`config.mk`:
```
export PLATFORM = sky130hd
export DESIGN_NAME = stopwatch_pattern_gen
export DESIGN_NICKNAME = d
export VERILOG_FILES = /design/src/rtl/stopwatch_pattern_gen.sv
export SDC_FILE = /design/constraint.sdc
export NUM_CORES = 1
export LEC_CHECK = 0
export BUFFER_PORTS_ARGS = -buffer_cell sky130_fd_sc_hd__buf_4
export CAP_MARGIN = 20
export CORE_MARGIN = 8
export CORE_UTILIZATION = 55
export CTS_CLUSTER_SIZE = 14
export DETAILED_ROUTE_END_ITERATION = 16
export PLACE_DENSITY = 0.85
export SLEW_MARGIN = 20
export SYNTH_ARGS = -nofsm -noshare
export SYNTH_HDL_FRONTEND = slang
export SYNTH_SLANG_ARGS = --single-unit
```
`constraint.sdc`:
```
create_clock -name clk -period 3.9 [get_ports clk]
set_input_delay 0.585 -clock clk [delete_from_list [all_inputs] [get_ports clk]]
set_output_delay 0.585 -clock clk [all_outputs]
set_load 0.05 [all_outputs]
```
`src/rtl/stopwatch_pattern_gen.sv`:
```
// MM:SS stopwatch with lap freeze, rendered as four 8x8 glyphs for the LCD driver.
// Optional blinking colon between minutes and seconds: define COLON_BLINK_EN.
module stopwatch_pattern_gen #(
    parameter int TICK_DIV = 100,
    parameter int MAX_MIN  = 59
) (
    input  logic         clk,
    input  logic         reset,
    input  logic         startStop,
    input  logic         Pause,
    output logic [0:255] pattern,
    output logic         running,
    output logic         sec_tick
);
    localparam int PW = (TICK_DIV > 1) ? $clog2(TICK_DIV) : 1;
    localparam logic [3:0] MAX_MT = 4'(MAX_MIN / 10);
    localparam logic [3:0] MAX_MU = 4'(MAX_MIN % 10);
`ifdef COLON_BLINK_EN
    localparam logic COLON_RST = 1'b1;
`else
    localparam logic COLON_RST = 1'b0;
`endif

    typedef enum logic [1:0] {STOP, RUN, LAP} state_t;

    state_t        state, state_nxt;
    logic          ss_q, pause_q, ss_edge, pause_edge;
    logic          tick, snap_load, colon;
    logic [PW-1:0] presc;
    logic [3:0]    sec_u, sec_t, min_u, min_t;
    logic [15:0]   snap, disp;

    // Glyph bitmaps, row 0 in the top byte, column 0 in the MSB of each row.
    function automatic logic [0:63] font(input logic [3:0] d);
        case (d)
            4'd0:    font = 64'h3C666E7666663C00;
            4'd1:    font = 64'h1838181818187E00;
            4'd2:    font = 64'h3C66060C30607E00;
            4'd3:    font = 64'h3C66061C06663C00;
            4'd4:    font = 64'h0C1C3C6C7E0C0C00;
            4'd5:    font = 64'h7E607C0606663C00;
            4'd6:    font = 64'h3C607C6666663C00;
            4'd7:    font = 64'h7E060C1830303000;
            4'd8:    font = 64'h3C66663C66663C00;
            4'd9:    font = 64'h3C66663E060C3800;
            default: font = '0;
        endcase
    endfunction

    function automatic logic [0:255] render(input logic [15:0] v, input logic col);
        logic [0:255] p;
        p = {font(v[15:12]), font(v[11:8]), font(v[7:4]), font(v[3:0])};
        p[64 + 8*2 + 7] = col;
        p[64 + 8*5 + 7] = col;
        return p;
    endfunction

    // Registered copies reset high so a level held through reset is not a command.
    always_ff @(posedge clk) begin
        if (reset) begin
            ss_q    <= 1'b1;
            pause_q <= 1'b1;
        end else begin
            ss_q    <= startStop;
            pause_q <= Pause;
        end
    end

    assign ss_edge    = startStop & ~ss_q;
    assign pause_edge = Pause & ~pause_q;
    assign running    = (state != STOP);
    assign tick       = running && (presc == PW'(TICK_DIV - 1));
    assign sec_tick   = tick;

    always_ff @(posedge clk) begin
        if (reset) state <= STOP;
        else       state <= state_nxt;
    end

    // startStop has priority, so a coincident Pause edge is dropped.
    always_comb begin
        state_nxt = state;
        snap_load = 1'b0;
        case (state)
            STOP: if (ss_edge) state_nxt = RUN;
            RUN: begin
                if (ss_edge) state_nxt = STOP;
                else if (pause_edge) begin
                    state_nxt = LAP;
                    snap_load = 1'b1;
                end
            end
            LAP: begin
                if (ss_edge)         state_nxt = STOP;
                else if (pause_edge) state_nxt = RUN;
            end
            default: state_nxt = STOP;
        endcase
    end

    always_ff @(posedge clk) begin
        if (reset)        presc <= '0;
        else if (running) presc <= tick ? '0 : presc + 1'b1;
    end

    always_ff @(posedge clk) begin
        if (reset) begin
            sec_u <= '0;
            sec_t <= '0;
            min_u <= '0;
            min_t <= '0;
        end else if (tick) begin
            if (sec_u != 4'd9) sec_u <= sec_u + 4'd1;
            else begin
                sec_u <= '0;
                if (sec_t != 4'd5) sec_t <= sec_t + 4'd1;
                else begin
                    sec_t <= '0;
                    if (min_t == MAX_MT && min_u == MAX_MU) begin
                        min_t <= '0;
                        min_u <= '0;
                    end else if (min_u != 4'd9) min_u <= min_u + 4'd1;
                    else begin
                        min_u <= '0;
                        min_t <= min_t + 4'd1;
                    end
                end
            end
        end
    end

    // Snapshot sees the pre-increment count when a tick lands on the lap edge.
    always_ff @(posedge clk) begin
        if (reset)          snap <= '0;
        else if (snap_load) snap <= {min_t, min_u, sec_t, sec_u};
    end

    assign disp = (state == LAP) ? snap : {min_t, min_u, sec_t, sec_u};

`ifdef COLON_BLINK_EN
    assign colon = (state == RUN) ? (presc < PW'(TICK_DIV / 2)) : 1'b1;
`else
    assign colon = 1'b0;
`endif

    always_ff @(posedge clk) begin
        if (reset) pattern <= render(16'h0000, COLON_RST);
        else       pattern <= render(disp, colon);
    end
endmodule

```
==> results_dict.tcl <==
set metrics [dict create \
    status "complete, no violations" \
    cts_setup_buffers 0 \
    io_pins 262 \
    hp-start "startStop" \
    regToRegEndpoint "pattern[46]" \
    cts_max_level 4 \
    rr_worst_depth 7 \
    seq_area_frac_synth 0.449 \
    hold_violations 0 \
    antennaDiodeCount 0 \
    p_per_area_nw_per_um2 417 \
    drtIter0Drc 453 \
    fin_crit_ns 2.95 \
    clk_latency_ns 0.42 \
    rsz0062_at_grt "no" \
    seqCellArea_um2 3500 \
    rows 43 \
    crit_type "flip-flop to flip-flop" \
    layout-drive-gt1-share 0.227 \
    hold_end "ss_q" \
    synth_top_flop_cell "dfxtp_1" \
    io_buffer_count 173 \
    clock-sinks 175 \
    syn_to_final_growth_pct 18.5 \
    placed_area_um2 8610 \
    core_area_um2 13900 \
    drc 0 \
    crit_arrival_ns 3.24 \
    cts_tree "built" \
    synth_area_um2 7800 \
    synth-seq-cells 175 \
    fin_nets 1037 \
    final_cell_mix "buf_4, dfxtp_1, nand2_1" \
    grt_max_degree 79 \
    grt_pass1_vias 5912 \
    hold_buffers 0 \
    ctsRootBufferMaster "clkbuf_16" \
    synth-edff-count 0 \
    max-cap-violations 0 \
    die_area_um2 18200 \
    grt_pass1_wl_um 28300 \
    hold_depth 2 \
    initial_core_util 0.562 \
    netlist_instances 886 \
    worstSetupEndpointType "flip-flop" \
    yosysWarningCount 0 \
    required_ns 4.20 \
    p_leak_uw 0.00395 \
    vias_per_cell 5.11 \
    synthArstFlopShare 0 \
    cp-startpoint "state[1]" \
    max_stage_delay_ns 0.66 \
    finalSetupViolCount 0 \
    fin_crit_sh 0.756 \
    skew_ns 0.0105 \
    final_common_cell "buf_4" \
    drt-total-wl_um 17800 \
    post-route-util 0.666 \
    slew_headroom 0.267 \
    hp-class "input pin to flip-flop" \
    drv_slew 0 \
    start_kind "flip-flop" \
    worst_pin_slew_ns 1.09 \
    critPathMaxFanout 20 \
    final_area_um2 9240 \
    ys_types 49 \
    gp_congestion 0.851 \
    rr_startpoint "state[1]" \
    firstDrtPassIters 6 \
    vias 6111 \
    wl_per_cell_um 14.9 \
    grt_remaining_overflow 0 \
    rrSetupSlack_ns 0.95 \
    grt_usage 0.186 \
    cts_resized 0 \
    fp.dieW_um 135 \
    clkTransAtPathRegs_ns 0.07 \
    peakVddDrop_mv 0.322 \
    postSynthAreaPerCell_um2 8.80 \
    num-fill-cells 1130 \
    crit_slowest_cell "mux2i_1" \
    die_h_um 135 \
    dp_hpwl_um 12400 \
    cts_buffer_depth 2 \
    multi_input_area_um2 3460 \
    setup_tns_ns 0 \
    antenna_left 0 \
    fmax_ghz 0.339 \
    crit_chain "nor2b_4 -> buf_4 -> mux2i_1 -> inv_1 -> ha_1 -> a21oi_1 -> o21ai_0" \
    cts_made_buffers 17 \
    grt_antenna_before_repair 0 \
]
[registers in the layout, summed over array words and instances, names as in the netlist]
signal   cells
pause_q      1
min_t        4
ss_q         1
presc        7
sec_u        4
min_u        4
sec_t        4
snap        16
state        2
pattern    132
[cell type report]
class,count,share of cell area
Clock inverter,14,0.0219
Sequential cell,175,0.379
Tap cell,180,0.0244
Multi-Input combinational cell,612,0.375
Timing Repair Buffer,180,0.146
Inverter,18,0.00731
Clock buffer,18,0.0464
[how the worst max path moves through the flow]
stage	endpoint	depth (start not counted)
floorplan	pattern[146]	9
global placement	pattern[226]	7
detailed placement	pattern[226]	7
CTS	pattern[226]	7
global route	pattern[226]	7
finish	pattern[46]	7
[routing by layer]
layer,vias up,track usage,part of all wire
li1,2993,-,-
met1,2809,0.225,0.43
met2,274,0.311,0.49
met3,35,0.0416,0.064
met4,0,0.0783,0.022
met5,-,0,0
[through the flow]
stage	total power [uW]	setup WS [ns]	hold slack, ns	cells
2_1_floorplan	2140	1.38	0.436	973
3_3_place_gp	2080	1.11	0.443	1165
3_5_place_dp	2080	0.989	0.449	1165
4_1_cts	3870	0.932	0.346	1197
5_1_grt	3950	0.683	0.363	1197
6_report	3860	0.952	0.356	1197
[report_power, final]
group,internal (uW),switching [uW]
clock network,1090,722
registers,1790,3.10
logic,18.7,235
[cell families after synthesis]
family | Yosys count | synth area share
adder cells (fa/ha/maj) | 29 | 0.0465
XOR/XNOR | 7 | 0.00786
flip-flops | 175 | 0.449
buffers and inverters | 186 | 0.150
AND/OR/NAND/NOR | 257 | 0.159
other | 1 | 0.000481
AO/OA/AOI/OAI | 190 | 0.133
multiplexers | 41 | 0.0544
[cells in the mapped netlist (2+ instances only)]
master	instances	area share
o21ai_0	83	0.053
o21a_1	2	0.0019
or3_1	10	0.0080
xor2_1	3	0.0034
a31oi_1	6	0.0048
nor4_1	2	0.0016
nor2b_1	9	0.0072
dfxtp_1	175	0.45
ha_1	29	0.047
a21o_1	4	0.0039
buf_2	4	0.0026
clkbuf_1	36	0.017
nor2_1	52	0.025
buf_4	125	0.12
and2_1	14	0.011
mux2_2	8	0.012
a211oi_1	3	0.0029
nand2_1	101	0.049
xnor2_1	4	0.0045
buf_1	3	0.0014
mux2i_1	32	0.041
nand3_1	7	0.0045
o31ai_1	5	0.0048
a221o_1	2	0.0026
a21oi_1	76	0.049
o21bai_1	5	0.0048
nand4_1	4	0.0032
nand3b_1	2	0.0019
nor3_1	22	0.014
nand2b_1	19	0.015
or2_2	3	0.0024
or4_1	2	0.0019
inv_1	18	0.0087
[critical path: cells and delay by family (launching register included)]
family | cells | cell delay [ns]
muxes | 1 | 0.66
buffers and inverters | 2 | 0.60
adders and majority gates | 1 | 0.40
and+or+nand+nor | 1 | 0.36
AOI/OAI and AO/OA | 2 | 0.35
DFF | 1 | 0.44
No activity file was read; power rests on OpenSTA's default activity.
